File: src/rtl/cordic_pkg.sv
// Shared types and elaboration-time helpers for the iterative CORDIC engine.
package cordic_pkg;

  typedef enum logic [1:0] {
    IDLE = 2'd0,
    CALC = 2'd1,
    DONE = 2'd2
  } state_t;

  // round(atan(2^-i)/pi * 2^n_frac); table holds the value scaled by 2^24.
  function automatic int atan_lut(input int i, input int n_frac);
    int unsigned t;
    case (i)
      0:       t = 32'd4194304;
      1:       t = 32'd2476042;
      2:       t = 32'd1308273;
      3:       t = 32'd664101;
      4:       t = 32'd333339;
      5:       t = 32'd166832;
      6:       t = 32'd83436;
      7:       t = 32'd41721;
      8:       t = 32'd20861;
      default: t = 32'd5340354 >> i;
    endcase
    return int'((t + (32'd1 << (23 - n_frac))) >> (24 - n_frac));
  endfunction

  function automatic int half_pi(input int n_frac);
    return 1 << (n_frac - 1);
  endfunction

  function automatic logic signed [31:0] sat(input logic signed [31:0] v,
                                             input int in_w, input int out_w);
    logic signed [31:0] hi;
    logic signed [31:0] lo;
    hi = (32'sd1 <<< (out_w - 1)) - 32'sd1;
    lo = -(32'sd1 <<< (out_w - 1));
    if (in_w <= out_w) return v;
    if (v > hi) return hi;
    if (v < lo) return lo;
    return v;
  endfunction

  function automatic int cnt_width(input int n_iter);
    return (n_iter <= 1) ? 1 : $clog2(n_iter);
  endfunction

  // Shift amount must reach N_FRAC (largest micro-rotation index).
  function automatic int shift_width(input int n_frac);
    return $clog2(n_frac + 2);
  endfunction

endpackage

File: src/rtl/cordic_step.sv
// Single combinational CORDIC micro-rotation for rotation or vectoring mode.
module cordic_step
  import cordic_pkg::*;
#(
  parameter int N_FRAC  = 7,
  parameter int N_GUARD = 2
) (
  input  logic signed [N_FRAC+N_GUARD:0]      x,
  input  logic signed [N_FRAC+N_GUARD:0]      y,
  input  logic signed [N_FRAC:0]              z,
  input  logic                                mode,
  input  logic [shift_width(N_FRAC)-1:0]      shift,
  input  logic signed [N_FRAC:0]              angle,
  output logic signed [N_FRAC+N_GUARD:0]      x_next,
  output logic signed [N_FRAC+N_GUARD:0]      y_next,
  output logic signed [N_FRAC:0]              z_next
);

  logic                          d_pos;
  logic signed [N_FRAC+N_GUARD:0] xs;
  logic signed [N_FRAC+N_GUARD:0] ys;

  always_comb begin
    d_pos = mode ? y[N_FRAC+N_GUARD] : ~z[N_FRAC];
    xs    = x >>> shift;
    ys    = y >>> shift;
    if (d_pos) begin
      x_next = x - ys;
      y_next = y + xs;
      z_next = z - angle;
    end else begin
      x_next = x + ys;
      y_next = y - xs;
      z_next = z + angle;
    end
  end

endmodule

File: src/rtl/cordic_iterative_mc.sv
// Iterative CORDIC engine: quadrant pre-rotation, N_ITER micro-rotations,
// saturated outputs and valid/ready handshakes on both sides.
module cordic_iterative_mc
  import cordic_pkg::*;
#(
  parameter int N_FRAC  = 7,
  parameter int N_ITER  = 6,
  parameter int N_GUARD = 2
) (
  input  logic                 clk_i,
  input  logic                 rst_i,
  input  logic                 mode_i,
  input  logic signed [N_FRAC:0] x_i,
  input  logic signed [N_FRAC:0] y_i,
  input  logic signed [N_FRAC:0] z_i,
  input  logic                 in_valid_i,
  output logic                 in_ready_o,
  output logic signed [N_FRAC:0] x_o,
  output logic signed [N_FRAC:0] y_o,
  output logic signed [N_FRAC:0] z_o,
  output logic                 out_valid_o,
  input  logic                 out_ready_i
);

  localparam int W  = N_FRAC + 1;
  localparam int XW = W + N_GUARD;
  localparam int CW = cnt_width(N_ITER);
  localparam int SW = shift_width(N_FRAC);

  state_t               state_q, state_d;
  logic [CW-1:0]        cnt_q;
  logic                 mode_q;
  logic                 capture;
  logic                 last;
  logic signed [XW-1:0] x_q, y_q, x_ext, y_ext, x_pre, y_pre, x_step, y_step;
  logic signed [W-1:0]  z_q, z_pre, z_step, angle, half;

  assign in_ready_o  = (state_q == IDLE);
  assign out_valid_o = (state_q == DONE);
  assign capture     = in_valid_i & in_ready_o;
  assign last        = (cnt_q == CW'(N_ITER - 1));

  always_comb begin
    state_d = state_q;
    case (state_q)
      IDLE:    if (in_valid_i) state_d = CALC;
      CALC:    if (last) state_d = DONE;
      DONE:    if (out_ready_i) state_d = IDLE;
      default: state_d = IDLE;
    endcase
  end

  // Fold the input into the right half-plane so the micro-rotations converge.
  always_comb begin
    x_ext = {{N_GUARD{x_i[W-1]}}, x_i};
    y_ext = {{N_GUARD{y_i[W-1]}}, y_i};
    half  = W'(half_pi(N_FRAC));
    x_pre = x_ext;
    y_pre = y_ext;
    z_pre = z_i;
    if (!mode_i) begin
      if (z_i[W-1:W-2] == 2'b01) begin
        x_pre = -y_ext;
        y_pre = x_ext;
        z_pre = z_i - half;
      end else if (z_i[W-1:W-2] == 2'b10) begin
        x_pre = y_ext;
        y_pre = -x_ext;
        z_pre = z_i + half;
      end
    end else if (x_i[W-1]) begin
      if (!y_i[W-1]) begin
        x_pre = y_ext;
        y_pre = -x_ext;
        z_pre = z_i + half;
      end else begin
        x_pre = -y_ext;
        y_pre = x_ext;
        z_pre = z_i - half;
      end
    end
  end

  assign angle = W'(atan_lut(int'(cnt_q), N_FRAC));

  cordic_step #(
    .N_FRAC  (N_FRAC),
    .N_GUARD (N_GUARD)
  ) u_step (
    .x      (x_q),
    .y      (y_q),
    .z      (z_q),
    .mode   (mode_q),
    .shift  (SW'(cnt_q)),
    .angle  (angle),
    .x_next (x_step),
    .y_next (y_step),
    .z_next (z_step)
  );

  always_ff @(posedge clk_i or negedge rst_i) begin
    if (!rst_i) begin
      state_q <= IDLE;
      cnt_q   <= '0;
      mode_q  <= 1'b0;
      x_q     <= '0;
      y_q     <= '0;
      z_q     <= '0;
    end else begin
      state_q <= state_d;
      if (capture) begin
        mode_q <= mode_i;
        cnt_q  <= '0;
        x_q    <= x_pre;
        y_q    <= y_pre;
        z_q    <= z_pre;
      end else if (state_q == CALC) begin
        cnt_q <= last ? '0 : cnt_q + 1'b1;
        x_q   <= x_step;
        y_q   <= y_step;
        z_q   <= z_step;
      end
    end
  end

  assign x_o = W'(sat(32'(x_q), XW, W));
  assign y_o = W'(sat(32'(y_q), XW, W));
  assign z_o = z_q;

endmodule

File: config.mk
export PLATFORM = sky130hd
export DESIGN_NAME = cordic_iterative_mc
export DESIGN_NICKNAME = d
export VERILOG_FILES = /design/src/rtl/cordic_pkg.sv /design/src/rtl/cordic_step.sv /design/src/rtl/cordic_iterative_mc.sv
export SDC_FILE = /design/constraint.sdc
export NUM_CORES = 1
export LEC_CHECK = 0
export CAP_MARGIN = 30
export CORE_MARGIN = 10
export CORE_UTILIZATION = 47
export CTS_CLUSTER_SIZE = 10
export DETAILED_ROUTE_END_ITERATION = 6
export GPL_TIMING_DRIVEN = 0
export PLACE_DENSITY = 0.78
export SLEW_MARGIN = 20
export SYNTH_ARGS = -nofsm -noshare
export SYNTH_HDL_FRONTEND = slang
export SYNTH_SLANG_ARGS = --single-unit
File: constraint.sdc
create_clock -name clk_i -period 5.2 [get_ports clk_i]
set_clock_uncertainty 0.15 [all_clocks]
set_input_delay 0.78 -clock clk_i [delete_from_list [all_inputs] [get_ports clk_i]]
set_output_delay 0.78 -clock clk_i [all_outputs]
set_load 0.01 [all_outputs]
# After elaboration in Yosys (flattened, before gate mapping)
# Memory sizes are Yosys's and may differ from the RTL's.
# Cells that the tools add are included.
dict set report totals {
  register_bits 34
  rom_bits 184
  input_bits 29
  out_inout_bits 26
  elab_cells 84
  memories 1
}
dict set report classes {
  addsub 12
  order_cmp 4
  n_eq_ne 8
  n_shift 2
  n_mux 46
  bitwise 2
  n_reduce_logical 3
}
# name depth width rd rd_clocked_by_memory_dff write_ports line_no
set mem_list {}
lappend mem_list {{(no name shown)} 8 23 1 0 0 cordic_pkg.sv:13} ;# case (i)
# op count
set op_table {}
lappend op_table {{10-bit 2-to-1 mux} 16}
lappend op_table {{8-bit 2-to-1 mux} 16}
lappend op_table {{25-bit by 17-bit adder with 25-bit output, second input constant} 1}
lappend op_table {{10-bit adder} 2}
lappend op_table {{10-bit by 8-bit greater-than comparator with 1-bit output, second input constant} 2}
lappend op_table {{10-bit by 8-bit < comparator with 1-bit output, second input constant} 2}
lappend op_table {{8-bit negator with 10-bit output} 2}
lappend op_table {{10-bit by 3-bit >>> shifter with 10-bit output} 2}
lappend op_table {{10-bit subtractor} 2}
lappend op_table {{3-bit 2-to-1 mux} 3}
lappend op_table {{8-bit adder} 1}
lappend op_table {{8-bit adder, second input constant} 1}
lappend op_table {{8-bit subtractor} 1}
lappend op_table {{8-bit subtractor, second input constant} 1}
lappend op_table {{1-bit 2-to-1 mux} 7}
lappend op_table {{2-bit 2-to-1 mux} 3}
lappend op_table {{2-bit one-hot mux with 3 select lines} 1}
lappend op_table {{2-bit by 1-bit == test with 1-bit output, second input constant} 2}
lappend op_table {{2-bit == test, second input constant} 2}
lappend op_table {{2-bit != test, second input constant} 2}
lappend op_table {{3-bit by 1-bit adder with 3-bit output, second input constant} 1}
lappend op_table {{3-bit == test, second input constant} 1}
lappend op_table {{3-bit AND reduction} 1}
lappend op_table {{2-bit logical NOT} 1}
lappend op_table {{other kinds (4)} 4}

# Depth between registers and ports, before layout
# An unclocked memory read counts as a cell.
dict set report depth {
  depth_word 6
  mapped_depth 22
  depth_no_buf 19
}

# Hierarchy
# Synthesis repeated with hierarchy kept, for this count alone.
dict set report unflattened {
  hier_cells 815
  area_unflattened_um2 5886.9
}
# mod n_inst cells_each area_per_inst_um2 seq_area_each_um2
set by_module_without_submodules {}
lappend by_module_without_submodules {cordic_iterative_mc 1 459 3255.6 850.8}
lappend by_module_without_submodules {cordic_step 1 356 2631.3 0.0}

# Least setup slack after synthesis
# No wires, ideal clock.
dict set report synth_timing {
  kind {reg2reg}
  startpoint {reg cnt_q[2]}
  endpoint {reg z_q[7], in the netlist z_o[7]}
  setup_ns 0.138
  arrival_ns 3.776
  path_slack_ns 1.136
  stages_incl_launch_ff 21
  n_path_buf 4
  synth_period_minus_slack_ns 4.064
  path_cell_list {dfrtp_1 buf_2 clkbuf_1 clkbuf_1 clkbuf_1 nor2_1 a21oi_1 ha_1 xnor2_1 inv_1 ha_1 a21oi_1 ha_1 nor2b_1 o21ai_0 a21oi_1 o21ai_0 a21oi_1 xnor2_1 o211ai_1 o311ai_1}
}
dict set report synth_between {
  elab_chain_cells 6
  elab_cells_between_ends 7
  classes_between {add/sub (3); mux (3); memory (1)}
}
# item line_no
set synth_rtl {}
lappend synth_rtl {{start, declared} cordic_iterative_mc.sv:31} ;# logic [CW-1:0] cnt_q;
lappend synth_rtl {{start signal, assigned} cordic_iterative_mc.sv:118} ;# cnt_q <= last ? '0 : cnt_q + 1'b1;
lappend synth_rtl {{memory read 8 x 23 bit *} n/a}
lappend synth_rtl {{25-bit by 17-bit adder with 25-bit output *} cordic_pkg.sv:25} ;# return int'((t + (32'd1 << (23 - n_frac))) >> (24 - n_frac));
lappend synth_rtl {{8-bit adder / 8-bit subtractor (equally long branches)} {cordic_step.sv:34, cordic_step.sv:30}}
lappend synth_rtl {{8-bit 2-to-1 mux *} cordic_step.sv:27} ;# if (d_pos) begin
lappend synth_rtl {{8-bit 2-to-1 mux *} cordic_iterative_mc.sv:117} ;# end else if (state_q == CALC) begin
lappend synth_rtl {{8-bit 2-to-1 mux *} cordic_iterative_mc.sv:111} ;# if (capture) begin
lappend synth_rtl {{end signal, assigned} cordic_iterative_mc.sv:116} ;# z_q <= z_pre;
lappend synth_rtl {{end signal, assigned} cordic_iterative_mc.sv:121} ;# z_q <= z_step;
lappend synth_rtl {{end, declared} cordic_iterative_mc.sv:36} ;# logic signed [W-1:0] z_q, z_pre, z_step, angle, half;
# Every way passes the cells marked *; elsewhere a longest branch is shown, timed or not. The select of a mux whose other input is x is not followed.
# A chain may end at the register's enable or synchronous reset.

# Worst setup path after layout
# Ends and elaborated chain as after synthesis.

==> flow_metrics.py <==
metrics = {
    "grt": {
        "grt_pass1_wl_um": 29100,
        "grt.total_usage_pct": 21.3,
        "grt_antenna_before_repair": 0,
        "grt_pass1_vias": 5438,
        "grt_max_degree": 31,
        "grt_remaining_overflow": 0,
    },
    "timing": {
        "setup_viol": 0,
        "final.min_clock_period_ns": 4.73,
        "grt_setup_unrepaired": "false",
        "slew-limit-headroom_pct": 60.7,
        "finalCritPeriodShare_pct": 90.9,
        "finalMaxSlewViolations": 0,
        "hold_violations": 0,
        "setup_ws_ns": 0.472,
        "setup_tns_ns": 0,
        "tightestPinTransition_ns": 0.590,
        "max_freq_mhz": 212,
    },
    "logic_synthesis": {
        "yosysWarnings": 0,
        "synth_area_leaders": "dfrtp_1 (15%), ha_1 (9.6%), a21oi_1 (8.0%)",
        "synth_top_area_share_pct": 15.2,
        "synth.distinct_cells": 62,
        "syn_area_um2": 5600,
        "synth_edf_count": 0,
        "avgSynthCellArea_um2": 7.01,
        "ys.flop_type": "dfrtp_1",
        "yosys.area.top_type": "dfrtp_1",
        "syn-num-nets": 873,
        "synth_seq_cells": 34,
        "seq_area_frac_synth_pct": 15.2,
        "async_flop_share_pct": 100,
        "postSynthCellCount": 798,
    },
    "setup_path": {
        "cpPeakStageDelay_ns": 0.41,
        "cpMostUsedCell": "a21oi_1",
        "crit_arrival_ns": 4.73,
        "worstReg2RegEnd": "z_o[7]",
        "rrSetupSlack_ns": 0.47,
        "reg2reg_from": "cnt_q[2]",
        "critPathSlowestCell": "clkbuf_1",
        "setup.worst_path.end_class": "flop",
        "reg2regPathDepth": 20,
        "critPathKind": "flop to flop",
        "crit_family": "buffers and inverters",
        "path_cells": "buf_2 -> clkbuf_1 -> clkbuf_2 -> clkbuf_2 -> nor2_1 -> a21oi_1 -> ha_1 -> xnor2_1 -> inv_1 -> ha_1 -> a21oi_1 -> ha_1 -> nor2b_1 -> o21ai_0 -> a21oi_1 -> o21ai_0 -> a21oi_1 -> xnor2_1 -> o211ai_1 -> o311ai_1",
        "path_buf_inv": 5,
        "cp_max_fo": 10,
        "critPathLaunchType": "flop",
        "crit_required_ns": 5.20,
    },
    "route": {
        "avgViaCountPerCell": 6.05,
        "routed_wl_um": 18100,
        "drt_iter0_drc": 593,
        "first_pass_iters": 5,
        "vias": 6010,
        "drc": 0,
        "ant_nets": 0,
        "avgRoutedWirePerCell_um": 18.3,
    },
    "place": {
        "gp_congestion": 0.993,
        "dp_slack_ns": 0.317,
        "io_buffers": 43,
        "post-place-cells": 985,
        "hpwl_um": 14000,
    },
    "floorplan": {
        "initial_utilization_pct": 48.6,
        "coreArea_um2": 11500,
        "die_h_um": 129,
        "num_rows": 39,
        "io-pin-count": 55,
        "dieArea_um2": 16700,
        "fp.dieW_um": 129,
    },
    "final_layout": {
        "nets": 924,
        "layout_common_cells": "nor2_1 (117), a21oi_1 (89), nand2_1 (74)",
        "insertedDiodeCount": 0,
        "fill_cells": 1150,
        "final_common_cell": "nor2_1",
        "fin_cells": 993,
        "syn2layout_area_growth_pct": 13.9,
        "drive_above_1_share_pct": 4.82,
    },
    "clocking": {
        "numCtsBuffers": 5,
        "htreeDepth": 2,
        "cts_buffer_depth": 2,
        "cts_setup_buffers": 0,
        "cts_hold_buffers": 0,
        "path_clk_slew_ns": 0.06,
        "insertion_delay_ns": 0.28,
        "cts_tree": "built",
        "cts_resized": 0,
        "cts_sinks": 34,
        "root_buffer": "clkbuf_16",
    },
    "worst_hold_path": {
        "holdCritPathClass": "input port to async pin",
    },
    "job": {
        "maxCapViolations": 0,
    },
    "run_status": {
        "status": "finished clean",
    },
}
-- per-stage QoR --
stage          hold WS [ns]  utilization [%]  area (µm²)
2_1_floorplan         0.334                -        5600
3_3_place_gp          0.387             53.9        6210
3_5_place_dp          0.395             54.0        6220
4_1_cts               0.165             55.3        6370
5_1_grt               0.169             55.4        6370
6_report              0.160             55.4        6370
-- cell usage after synthesis (5+ instances only) --
library cell,instances
nor2_1,117
a21oi_1,89
nand2_1,74
clkbuf_1,54
o21ai_0,54
ha_1,43
mux2i_1,38
dfrtp_1,34
inv_1,33
xnor2_1,32
xor2_1,19
nor3_1,16
a211oi_1,15
a31oi_1,15
nand2b_1,12
nor2b_1,12
a21o_1,11
o22ai_1,11
o211ai_1,9
mux2_2,8
or3_1,8
nand3_1,7
o21bai_1,6
mux4_2,5
-- logic make-up after synthesis --
family / count (synthesis) / synth area share [%]
multiplexers: 52 / 10.6
AND/OR/NAND/NOR: 268 / 21.5
flip-flops: 34 / 15.2
XOR/XNOR: 51 / 7.98
adder cells (fa/ha/maj): 46 / 10.7
AO/OA/AOI/OAI: 246 / 26.7
buffers and inverters: 101 / 7.31
-- per-layer routing --
metal,global-route usage [%],share of wire (%),vias to the layer above
met5,0,0,-
met4,8.03,2.6,0
met3,2.37,8.2,31
met2,34.0,46,251
met1,28.8,44,2814
li1,-,-,2914
-- registers in the layout, summed over array words and instances (netlist names) --
| register | count |
|---|---|
| cnt_q | 3 |
| z_o | 8 |
| state_q | 2 |
| x_q | 10 |
| mode_q | 1 |
| y_q | 10 |
-- worst reg2reg max path, delay by kind of cell, from the launching register on --
family / cells / cell delay [ns]
buf+inv: 5 / 1.39
flops: 1 / 0.37
xor+xnor: 2 / 0.31
compound gates: 8 / 1.36
simple gates: 2 / 0.20
fa+ha+maj: 3 / 0.79
-- how the worst max path moves through the flow --
| stage | slack (ns) | end | startpoint | cells past startpoint |
|---|---|---|---|---|
| after floorplan | 1.14 | z_o[7] | cnt_q[2] | 20 |
| after global placement | 0.36 | z_o[7] | cnt_q[2] | 20 |
| after detailed placement | 0.32 | z_o[6] | cnt_q[2] | 21 |
| after CTS | 0.26 | z_o[7] | cnt_q[2] | 20 |
| after global routing | 0.10 | z_o[5] | cnt_q[2] | 20 |
| final | 0.47 | z_o[7] | cnt_q[2] | 20 |
-- layout make-up --
class                      instances  area, µm²  area share (%)
multi-input combinational        663       4340            68.0
tap                              143        179            2.81
buffer                            65        277            4.34
inverter                          36        135            2.12
sequential                        34        851            13.3
clock inverter                     2       12.5           0.196
clock buffer                       6        139            2.18
timing repair buffer              44        445            6.99
Power is not shown: default switching activity piles up to over one toggle a cycle in this logic, so the estimate is an artifact.
